==> src/rtl/psrm_neuron_p.sv <==
// Purpose: fixed-point leaky integrate-and-fire neuron (synaptic current s, membrane v, INTEG/FIRE/REFRAC FSM); PSRM_SPIKE_COUNT_EN adds a saturating spike counter.
// Latency: o_spike rises one clock after the qualifying i_valid step; o_vmem/o_isyn are the state registers themselves.
// Backpressure: none; every i_valid cycle is consumed as exactly one timestep, idle cycles hold all state.
module psrm_neuron_p #(
    parameter int                  N_SYN        = 8,
    parameter int                  W            = 14,
    parameter int                  FRAC         = 8,
    parameter logic signed [W-1:0] WEIGHT_E     = 14'h800,
    parameter logic signed [W-1:0] WEIGHT_I     = 14'hF33,
    parameter logic signed [W-1:0] DS           = 14'h94,
    parameter logic signed [W-1:0] DM           = 14'h25,
    parameter logic signed [W-1:0] THRESHOLD    = 14'hC00,
    parameter int                  REFRAC_STEPS = 4
) (
    input  logic                clk,
    input  logic                reset,
    input  logic                i_valid,
    input  logic [N_SYN-1:0]    i_excitatory,
    input  logic [N_SYN-1:0]    i_inhibitory,
`ifdef PSRM_SPIKE_COUNT_EN
    input  logic                i_count_clr,
    output logic [15:0]         o_spike_count,
`endif
    output logic                o_spike,
    output logic signed [W-1:0] o_vmem,
    output logic signed [W-1:0] o_isyn,
    output logic                o_refrac
);

    localparam int CW = $clog2(N_SYN + 1);
    localparam int IW = W + $clog2(N_SYN) + 1;
    localparam int PW = 2 * W;
    localparam int SW = 2 * W + 2;
    localparam logic signed [SW-1:0] SAT_HI = SW'((2 ** (W - 1)) - 1);
    localparam logic signed [SW-1:0] SAT_LO = SW'(-(2 ** (W - 1)));
    localparam logic [7:0] REFRAC_LOAD = 8'(REFRAC_STEPS);

    typedef enum logic [1:0] {
        INTEG  = 2'd0,
        FIRE   = 2'd1,
        REFRAC = 2'd2
    } state_t;

    state_t               state_q, state_d;
    logic signed [W-1:0]  s_q, s_d, v_q, v_d;
    logic [7:0]           cnt_q, cnt_d;
    logic [CW-1:0]        pop_e, pop_i;
    logic signed [IW-1:0] drive;
    logic signed [PW-1:0] s_prod, v_prod;
    logic signed [W-1:0]  s_new, v_new;

    function automatic logic [CW-1:0] popcount(input logic [N_SYN-1:0] x);
        logic [CW-1:0] c;
        c = '0;
        for (int k = 0; k < N_SYN; k++) begin
            c = c + CW'(x[k]);
        end
        return c;
    endfunction

    function automatic logic signed [W-1:0] saturate(input logic signed [SW-1:0] x);
        if (x > SAT_HI) begin
            return {1'b0, {(W-1){1'b1}}};
        end else if (x < SAT_LO) begin
            return {1'b1, {(W-1){1'b0}}};
        end else begin
            return x[W-1:0];
        end
    endfunction

    // candidate s/v for this step; v uses the pre-update s (one-step lag)
    always_comb begin
        pop_e  = popcount(i_excitatory);
        pop_i  = popcount(i_inhibitory);
        drive  = $signed(IW'(pop_e)) * IW'(WEIGHT_E) - $signed(IW'(pop_i)) * IW'(WEIGHT_I);
        s_prod = PW'(s_q) * PW'(DS);
        v_prod = PW'(v_q) * PW'(DM);
        s_new  = saturate(SW'(s_q) - SW'(s_prod >>> FRAC) + SW'(drive));
        v_new  = saturate(SW'(v_q) - SW'(v_prod >>> FRAC) + SW'(s_q));
    end

    // next state: FIRE lasts one clock regardless of i_valid, REFRAC counts valid steps only
    always_comb begin
        state_d = state_q;
        s_d     = s_q;
        v_d     = v_q;
        cnt_d   = cnt_q;
        case (state_q)
            INTEG: begin
                if (i_valid) begin
                    s_d = s_new;
                    if (v_new >= THRESHOLD) begin
                        state_d = FIRE;
                        v_d     = '0;
                    end else begin
                        v_d = v_new;
                    end
                end
            end
            FIRE: begin
                if (i_valid) begin
                    s_d = s_new;
                end
                v_d = '0;
                if (REFRAC_STEPS == 0) begin
                    state_d = INTEG;
                end else begin
                    state_d = REFRAC;
                    cnt_d   = REFRAC_LOAD;
                end
            end
            REFRAC: begin
                v_d = '0;
                if (i_valid) begin
                    s_d = s_new;
                    if (cnt_q <= 8'd1) begin
                        state_d = INTEG;
                        cnt_d   = '0;
                    end else begin
                        cnt_d = cnt_q - 8'd1;
                    end
                end
            end
            default: begin
                state_d = INTEG;
                v_d     = '0;
                cnt_d   = '0;
            end
        endcase
    end

    // state and datapath registers
    always_ff @(posedge clk or negedge reset) begin
        if (!reset) begin
            state_q <= INTEG;
            s_q     <= '0;
            v_q     <= '0;
            cnt_q   <= '0;
        end else begin
            state_q <= state_d;
            s_q     <= s_d;
            v_q     <= v_d;
            cnt_q   <= cnt_d;
        end
    end

    assign o_spike  = (state_q == FIRE);
    assign o_refrac = (state_q == REFRAC);
    assign o_vmem   = v_q;
    assign o_isyn   = s_q;

`ifdef PSRM_SPIKE_COUNT_EN
    logic        fire_entry;
    logic [15:0] spike_count_q;

    assign fire_entry = (state_q == INTEG) && (state_d == FIRE);

    // count FIRE entries, saturating; a clear wins over a same-cycle increment
    always_ff @(posedge clk or negedge reset) begin
        if (!reset) begin
            spike_count_q <= '0;
        end else if (i_count_clr) begin
            spike_count_q <= '0;
        end else if (fire_entry && (spike_count_q != 16'hFFFF)) begin
            spike_count_q <= spike_count_q + 16'd1;
        end
    end

    assign o_spike_count = spike_count_q;
`endif

endmodule

==> config.mk <==
export PLATFORM = sky130hd
export DESIGN_NAME = psrm_neuron_p
export DESIGN_NICKNAME = d
export VERILOG_FILES = /design/src/rtl/psrm_neuron_p.sv
export SDC_FILE = /design/constraint.sdc
export NUM_CORES = 1
export LEC_CHECK = 0
export BUFFER_PORTS_ARGS = -buffer_cell sky130_fd_sc_hd__buf_2
export CAP_MARGIN = 40
export CORE_MARGIN = 2
export CORE_UTILIZATION = 25
export DETAILED_ROUTE_END_ITERATION = 6
export PLACE_DENSITY = 0.49
export SYNTH_ARGS = -nofsm -noshare
export SYNTH_HDL_FRONTEND = slang
export SYNTH_SLANG_ARGS = --single-unit
==> constraint.sdc <==
create_clock -name clk -period 7.5 [get_ports clk]
set_input_delay 1.125 -clock clk [delete_from_list [all_inputs] [get_ports clk]]
set_output_delay 1.125 -clock clk [all_outputs]
set_load 0.02 [all_outputs]
==> metrics.txt, run 1 <==
outcome=complete, but fails checks; violations in the final reports=negative setup slack; Final Worst Setup Slack=-1.296 ns; Storage cell area=950.9 sq um; max-cap violation count=0; post-synth top area cell=ha_1; Clock Tree Root=clkbuf_16; die height=183.8 um; final hold viol count=0; Synth top area share=0.2508; CTS Hold Bufs=0; TritonRoute pass-1 iters=4; total track usage=0.1217; vias in the first global route=6908; GPL Wtd Cong=0.7965; antenna cells=0; DRT antenna net count=0; Post-Syn Instances=933; Hold WC Path Type=reg2reg; CTS Sinks=38; count leader, synth=inv_1; CTS tree=yes; initial antenna violation count=0; final wirelength=19440 um; Setup Skew=0.006145 ns; Remaining DRCs=0; global route total overflow=0; routed len/inst=12.91 um; yosys warns=0; Worst-Margin Slew=0.6302 ns; fraction of layout cells with a size suffix above 1=0.2357; Worst Setup End Kind=flip-flop; vias per cell=4.460; RSZ-0062 raised after global routing=yes; FFs w/ async S/R, synth=1.000; Area after DPL=9823 sq um; Slew HR=0.5788; largest net degree at the start of global routing=25; Slew Limit Fails=0; critical path class=in2reg; Crit path buffers/inverters=9; min Tclk post-route=8.796 ns; CP top delay family=adder cells; Final Instance Area=10400 sq um; DP HPWL=16880 um; first-pass GRT wire length=33470 um; Mapped Nets=1182; initial DRC count=203; maximum fanout along the worst path=6; Initial Util=0.2548; Reg clk slew, reported paths=0.06 ns; core area=31720 sq um; post-synthesis cell type count=63; Synth Register Bits=38; CTS Buf Count=5; Multi-input gate area=6738 sq um; Row Count=65; Synth Flop Type=dfrtp_1; num ports=49; CP Data Arrival Time=8.96 ns; fin nets=1351; Max Clock Freq=113.7 MHz; port bufs=48; clock tree buffer depth=2; synth cell count leaders=199 x inv_1, 162 x ha_1, 68 x fa_1; clk_lat worst skew=0.29 ns; sequential element share of the synthesized area=0.1177; worst hold margin=0.4756 ns; Worst path slowest cell=fa_1; Mean Syn Cell Area=8.662 sq um; synthesized cell area=8082 sq um; CP max stage delay=0.55 ns; fin util=0.3278; worst path required time=7.66 ns; final setup fails=14; P&R area growth vs syn=28.66%; htree depth=2; Startpoint Class=primary input; FILL cells=3344; final period utilization=1.173; number of synthesized flops with an enable pin=0; die width=183.8 um; ranking of synthesized cells by area=ha_1 25%, fa_1 17%, dfrtp_1 12%; Vias=6713; die area=33780 sq um
## kinds of logic after synthesis
logic type               share of synthesized area
multiplexers                              0.007741
flip-flops                                  0.1177
AO/OA/AOI/OAI                               0.1722
adder cells (fa/ha/maj)                     0.4217
AND/OR/NAND/NOR                             0.1067
buffers and inverters                       0.1003
XOR/XNOR                                   0.07370
## worst paths after layout
path	start	endpoint	slack (ns)	depth (start not counted)
max in group asynchronous	reset	o_vmem[4]	6.25	2
setup / recovery	i_inhibitory[1]	o_isyn[11]	-1.30	37
setup reg to reg	o_isyn[4]	o_isyn[11]	0.49	27
hold reg to reg	cnt_q[6]	cnt_q[6]	0.48	2
hold / removal	cnt_q[6]	cnt_q[6]	0.48	2
min in group asynchronous	reset	o_isyn[13]	0.77	1
## stage by stage
stage	setup slack [ns]	std cells	TNS, ns
global placement	-1.561	1482	-21.04
CTS	-1.311	1498	-16.96
finish	-1.296	1505	-17.48
detailed placement	-1.704	1485	-22.82
floorplan	-1.158	933	-15.54
global route	-1.554	1505	-21.21
## flip-flops by register name (all words and copies together) (netlist names)
signal   flops
cnt_q        8
o_isyn      14
o_vmem      14
state_q      2
## routing by layer
metal	part of all wire	up-vias	track usage
met5	0	-	0
met4	0.010	0	0.02496
met3	0.012	11	0.006339
met2	0.49	57	0.2240
met1	0.48	3157	0.1570
li1	-	3488	-
## worst register-to-register path: stages (launching register included)
cell	delay, ns
dfrtp_1	0.52
ha_1	0.36
ha_1	0.28
inv_1	0.05
fa_1	0.49
inv_1	0.04
ha_1	0.21
or3_1	0.34
and3_1	0.19
a221o_1	0.34
a41oi_2	0.32
nor2b_1	0.10
o21ai_0	0.22
nand2b_1	0.10
xnor2_1	0.25
fa_1	0.48
ha_1	0.36
nand3_1	0.09
nand2_1	0.05
a41o_1	0.22
o21a_1	0.18
o41a_1	0.41
xor2_2	0.23
o41ai_4	0.38
a211oi_2	0.09
a21oi_2	0.29
clkbuf_16	0.22
o221ai_2	0.08
## final cells by class
type                    instances  share of cell area
well taps                     402             0.04838
clock buffers                   5             0.01203
repair buffers                173              0.1202
clock inverters                 3            0.006619
inverters                     199             0.07329
flip-flops and latches         38             0.09146
multi-input cells             685              0.6480
## what timing repair did
item | in CTS | in global routing
gates resized for setup | 23 | 33
setup endpoints to repair | 14 | 15
gates cloned | 1 | 0
buffers inserted | 4 | 7
pin swaps | 10 | 35
## cells in the final DEF, fill, tap and decap left out, types with 4 or more instances in the layout
cell	instances
o21a_1	12
or3_1	5
a31oi_1	4
mux2i_1	4
and3_1	4
and2_1	7
xnor2_1	37
o221ai_2	11
nor2b_1	14
nor2_2	4
buf_2	47
o31ai_1	5
a21oi_2	6
a21oi_1	53
o311a_1	4
fa_1	66
a21o_1	14
o21bai_1	4
nand3_1	8
clkbuf_16	6
nand2b_1	11
ha_4	11
buf_6	5
dfrtp_1	38
o211ai_1	8
buf_4	117
ha_1	148
nand2_1	47
nor4_1	5
xor2_1	25
a211o_1	5
inv_1	188
nor3_1	12
nor2_1	45
o21ai_0	33
inv_2	7
Power of run 1 is not shown: default switching activity piles up to over one toggle a cycle in this logic, so the estimate is an artifact.
==> inputs of run 2 (changes only) <==
CORE_ASPECT_RATIO = 1.75   (was default)
==> run 2 against run 1 <==
  * The flow still finishes with violations (negative setup slack)
  * Via count rose by 2.7%
  * Sequential cell count did not move
  * Non-clock buffer count rose by 1
  * Die area rose by 0.17%
  * Count of clock-buffer cells in the layout rose by 2
  * Worst hold slack improved by 0.0013 ns
  * Utilization fell by 0.52 points
  * Final area fell by 0.71%
  * Critical path type unchanged
  * Largest cell class unchanged
  * Highest routed layer unchanged
==> metrics.txt, run 2 (synthesized netlist as in run 1, its figures left out) <==
outcome=complete, but fails checks; violations in the final reports=negative setup slack; Area after DPL=9806 sq um; cell with the most instances on the worst path=fa_1; die height=241.8 um; GPL Wtd Cong=0.8044; die area=33840 sq um; Vias=6897; Setup crit start=i_inhibitory[0]; Slew Limit Fails=0; vias per cell=4.589; Setup Skew=0.001820 ns; port bufs=48; Worst Setup EP=o_isyn[7]; RSZ-0062 raised after global routing=yes; Max Clock Freq=115.4 MHz; CP max stage delay=0.54 ns; initial DRC count=173; CP top delay family=adder cells; DP HPWL=18880 um; Clock Tree Root=clkbuf_16; worst path required time=7.67 ns; num ports=49; clock tree buffer depth=2; Row Count=87; reg2reg end=o_isyn[7]; Worst path slowest cell=fa_1; DRT antenna net count=0; Hold WC Path Type=reg2reg; antenna cells=0; CTS tree=yes; CP Data Arrival Time=8.84 ns; TritonRoute pass-1 iters=6; final hold viol count=0; core area=32000 sq um; global route total overflow=0; Startpoint Class=primary input; routed len/inst=14.46 um; Worst Setup End Kind=flip-flop; max-cap violation count=0; maximum fanout along the worst path=6; Final Worst Setup Slack=-1.168 ns; Crit path buffers/inverters=8; Non-Filler Instances=1503; reg2reg setup slack=0.35 ns; most common cell after layout, fill and taps aside=inv_1; initial antenna violation count=0; final period utilization=1.156; final setup fails=14; most frequent cells in the layout=187 x inv_1, 149 x ha_1, 117 x buf_4; fin nets=1352; placed cell count=1481; Initial Util=0.2525; CP Depth=34; fraction of layout cells with a size suffix above 1=0.2330; CTS Hold Bufs=0; clk_lat worst skew=0.29 ns; Final Instance Area=10320 sq um; P&R area growth vs syn=27.74%; first-pass GRT wire length=36550 um; min Tclk post-route=8.668 ns; vias in the first global route=7499; Worst-Margin Slew=0.7035 ns; Reg clk slew, reported paths=0.06 ns; die width=139.9 um; CTS Buf Count=5; CTS Sinks=38; Remaining DRCs=0; total track usage=0.1322; Register-to-Register Path Depth=27; htree depth=2; critical path class=in2reg; Slew HR=0.5267; r2r startpoint=o_isyn[4]; final wirelength=21740 um; largest net degree at the start of global routing=35
==> run 2: changes by cell type in the layout (fill, tap and decap cells not counted), sizes merged <==
cell    previous run  this run
clkinv             1         0
bufinv             2         0
clkbuf             6         8
buf              172       173
==> run 2: stage by stage <==
step	setup TNS, ns	hold WS (ns)	setup WS (ns)	util
6_report	-15.97	0.4769	-1.168	0.3226
5_1_grt	-20.71	0.5170	-1.509	0.3226
4_1_cts	-17.40	0.4819	-1.338	0.3165
3_5_place_dp	-23.71	0.4664	-1.771	0.3064
3_3_place_gp	-21.20	0.4636	-1.568	0.3054
2_1_floorplan	-15.54	0.4350	-1.158	-
==> run 2: metal layers <==
| layer | share of wire | track usage | vias up |
|---|---|---|---|
| met1 | 0.34 | 0.1236 | 3290 |
| met2 | 0.60 | 0.2834 | 95 |
| li1 | - | - | 3475 |
| met4 | 0.044 | 0.05500 | 0 |
| met3 | 0.018 | 0.007327 | 37 |
| met5 | 0 | 0 | - |
==> run 2: layout make-up <==
type	count	area, sq um
Timing Repair Buffer	174	1257
Fill cell	3412	21680
Tap cell	400	500.5
Clock buffer	7	132.6
Multi-Input combinational cell	685	6725
Sequential cell	38	950.9
Inverter	199	757.0
==> run 2: worst register-to-register path, cell delays in order (launching register included) <==
cell and delay (ns):
dfrtp_1 0.51, ha_1 0.36, ha_1 0.28, inv_1 0.05, fa_1 0.50, inv_1 0.05
ha_1 0.21, or3_1 0.33, and3_1 0.19, a221o_1 0.33, a41oi_2 0.38, nor2b_1 0.10
o21ai_0 0.22, nand2b_1 0.10, xnor2_1 0.38, fa_1 0.50, ha_1 0.37, nand3_1 0.09
nand2_1 0.05, a41o_1 0.24, o21a_1 0.18, o41a_1 0.44, xor2_2 0.21, o41ai_4 0.30
nor4_2 0.10, a21oi_2 0.25, clkbuf_16 0.21, o221ai_2 0.08
==> run 2: timing repair <==
item,in CTS,in global routing
resized for setup,25,28
buffers inserted,4,10
pin swaps,31,16
setup endpoints to repair,14,14
cloned,1,0
==> run 2: how the worst min path moves through the flow <==
| stage | from | to | slack, ns | cells after the start |
|---|---|---|---|---|
| 5_1_grt | cnt_q[6] | cnt_q[6] | 0.52 | 2 |
| 3_3_place_gp | cnt_q[6] | cnt_q[6] | 0.46 | 2 |
| 6_report | cnt_q[6] | cnt_q[6] | 0.48 | 2 |
| 2_1_floorplan | cnt_q[6] | cnt_q[6] | 0.44 | 2 |
| 4_1_cts | cnt_q[6] | cnt_q[6] | 0.48 | 2 |
| 3_5_place_dp | cnt_q[6] | cnt_q[6] | 0.47 | 2 |
Power of run 2 is left out for the same reason.
==> inputs of run 3 (changes only) <==
BUFFER_PORTS_ARGS = default   (was -buffer_cell sky130_fd_sc_hd__buf_2)
DONT_BUFFER_PORTS = 1   (was default)
PLACE_DENSITY = 0.47   (was 0.49)
==> run 3 against run 2 <==
  * The flow still finishes with violations (negative setup slack)
  * Global-route usage hardly changed
  * Register-to-register slack worse by 0.22 ns
  * Non-clock buffer count is 26 lower
==> metrics.txt, run 3 (synthesized netlist as in run 1, its figures left out) <==
Reg clk slew, reported paths=0.07 ns; port bufs=0; core area=32000 sq um; min Tclk post-route=8.694 ns; Met1 Wirelength=7828 um; CP Data Arrival Time=8.87 ns; total track usage=0.1317; Worst path slowest cell=fa_1; met2 wire length=13370 um; die width=139.9 um; final wirelength=22150 um; Worst-Margin Slew=0.6493 ns; clk_lat worst skew=0.30 ns; violations in the final reports=negative setup slack; vias in the first global route=7303; Slew Limit Fails=0; GPL Wtd Cong=0.7988; final period utilization=1.159; worst path required time=7.68 ns; maximum fanout along the worst path=6; P&R area growth vs syn=26.54%; Remaining DRCs=0; Final Worst Setup Slack=-1.194 ns; htree depth=2; Max Clock Freq=115.0 MHz; Vias=6787; reg2reg end=o_isyn[9]; DR WL met3=283 um; Row Count=87; CP max stage delay=0.54 ns; TritonRoute pass-1 iters=4; Register-to-Register Path Depth=27; Initial Util=0.2525; Final Instance Area=10230 sq um; die height=241.8 um; max-cap violation count=0; clock tree buffer depth=2; startpoint of the worst hold path=cnt_q[6]; Setup Skew=0.008647 ns; antenna cells=0; global route total overflow=0; outcome=complete, but fails checks; routed len/inst=14.98 um; Startpoint Class=primary input; DRT antenna net count=0; CTS Sinks=38; final setup fails=14; num ports=49; most frequent cells in the layout=189 x inv_1, 148 x ha_1, 143 x buf_4; CTS tree=yes; die area=33840 sq um; Worst Setup End Kind=flip-flop; fraction of layout cells with a size suffix above 1=0.2124; RSZ-0062 raised after global routing=yes; initial antenna violation count=0; largest net degree at the start of global routing=39; WHS Path Cells=2; Clock Tree Root=clkbuf_16; most common cell after layout, fill and taps aside=inv_1; Slew HR=0.5631; DP HPWL=19290 um; CTS Buf Count=5; r2r startpoint=o_isyn[4]; Hold WC Path Type=reg2reg; final hold viol count=0; reg2reg setup slack=0.13 ns; dpl ws=-1.560 ns; hold-critical path endpoint=cnt_q[6]; Area after DPL=9741 sq um; vias per cell=4.592; initial DRC count=166; critical path class=in2reg; top layer in use=met4; fin nets=1326; worst hold margin=0.4806 ns; first-pass GRT wire length=35890 um
==> run 3: cell count changes in the layout (fill, tap and decap cells not counted), sizes merged <==
| cell | delta |
|---|---|
| clkinv | +2 |
| clkbuf | -2 |
| buf | -26 |
| bufinv | +1 |
==> run 3: metrics by stage <==
| stage | TNS, ns | util | cells |
|---|---|---|---|
| after floorplan | -15.54 | - | 933 |
| after global placement | -19.45 | 0.3040 | 1456 |
| after detailed placement | -21.02 | 0.3044 | 1458 |
| after CTS | -15.34 | 0.3118 | 1470 |
| after global routing | -19.79 | 0.3195 | 1478 |
| final | -16.02 | 0.3195 | 1478 |
==> run 3: worst max-delay path by stage <==
stage	from	slack [ns]	cells after the start	to
finish	i_inhibitory[1]	-1.19	36	o_isyn[9]
global route	i_inhibitory[1]	-1.46	36	o_isyn[10]
CTS	i_inhibitory[3]	-1.15	35	o_isyn[1]
detailed placement	i_inhibitory[3]	-1.56	37	o_isyn[1]
global placement	i_inhibitory[3]	-1.43	37	o_isyn[1]
floorplan	i_inhibitory[3]	-1.16	32	o_isyn[0]
==> run 3: critical path, delay by kind of cell <==
family | cells | cell delay (ns)
simple gates | 4 | 0.61
buf+inv | 9 | 0.57
fa+ha+maj | 11 | 3.65
xor+xnor | 1 | 0.22
compound gates | 11 | 2.67
==> run 3: timing repair <==
action | CTS | global route
endpoints found under the setup margin | 14 | 14
hold buffers | 0 | 0
gates resized for setup | 10 | 32
pin swaps | 7 | 33
gates cloned | 0 | 1
setup buffers | 4 | 7
==> run 3: layout make-up <==
cell class / count / area (sq um)
Tap cell: 400 / 500.5
Timing Repair Buffer: 148 / 1146
Clock inverter: 3 / 40.04
Sequential cell: 38 / 950.9
Multi-Input combinational cell: 685 / 6696
Clock buffer: 5 / 125.1
Fill cell: 3408 / 21780
Inverter: 199 / 767.0
==> run 3: routing by layer <==
layer  GRT usage  vias to the layer above
li1            -                     3420
met1      0.1232                     3264
met2      0.2865                       73
met3    0.007327                       30
met4     0.04618                        0
met5           0                        -
Power of run 3 is left out for the same reason.
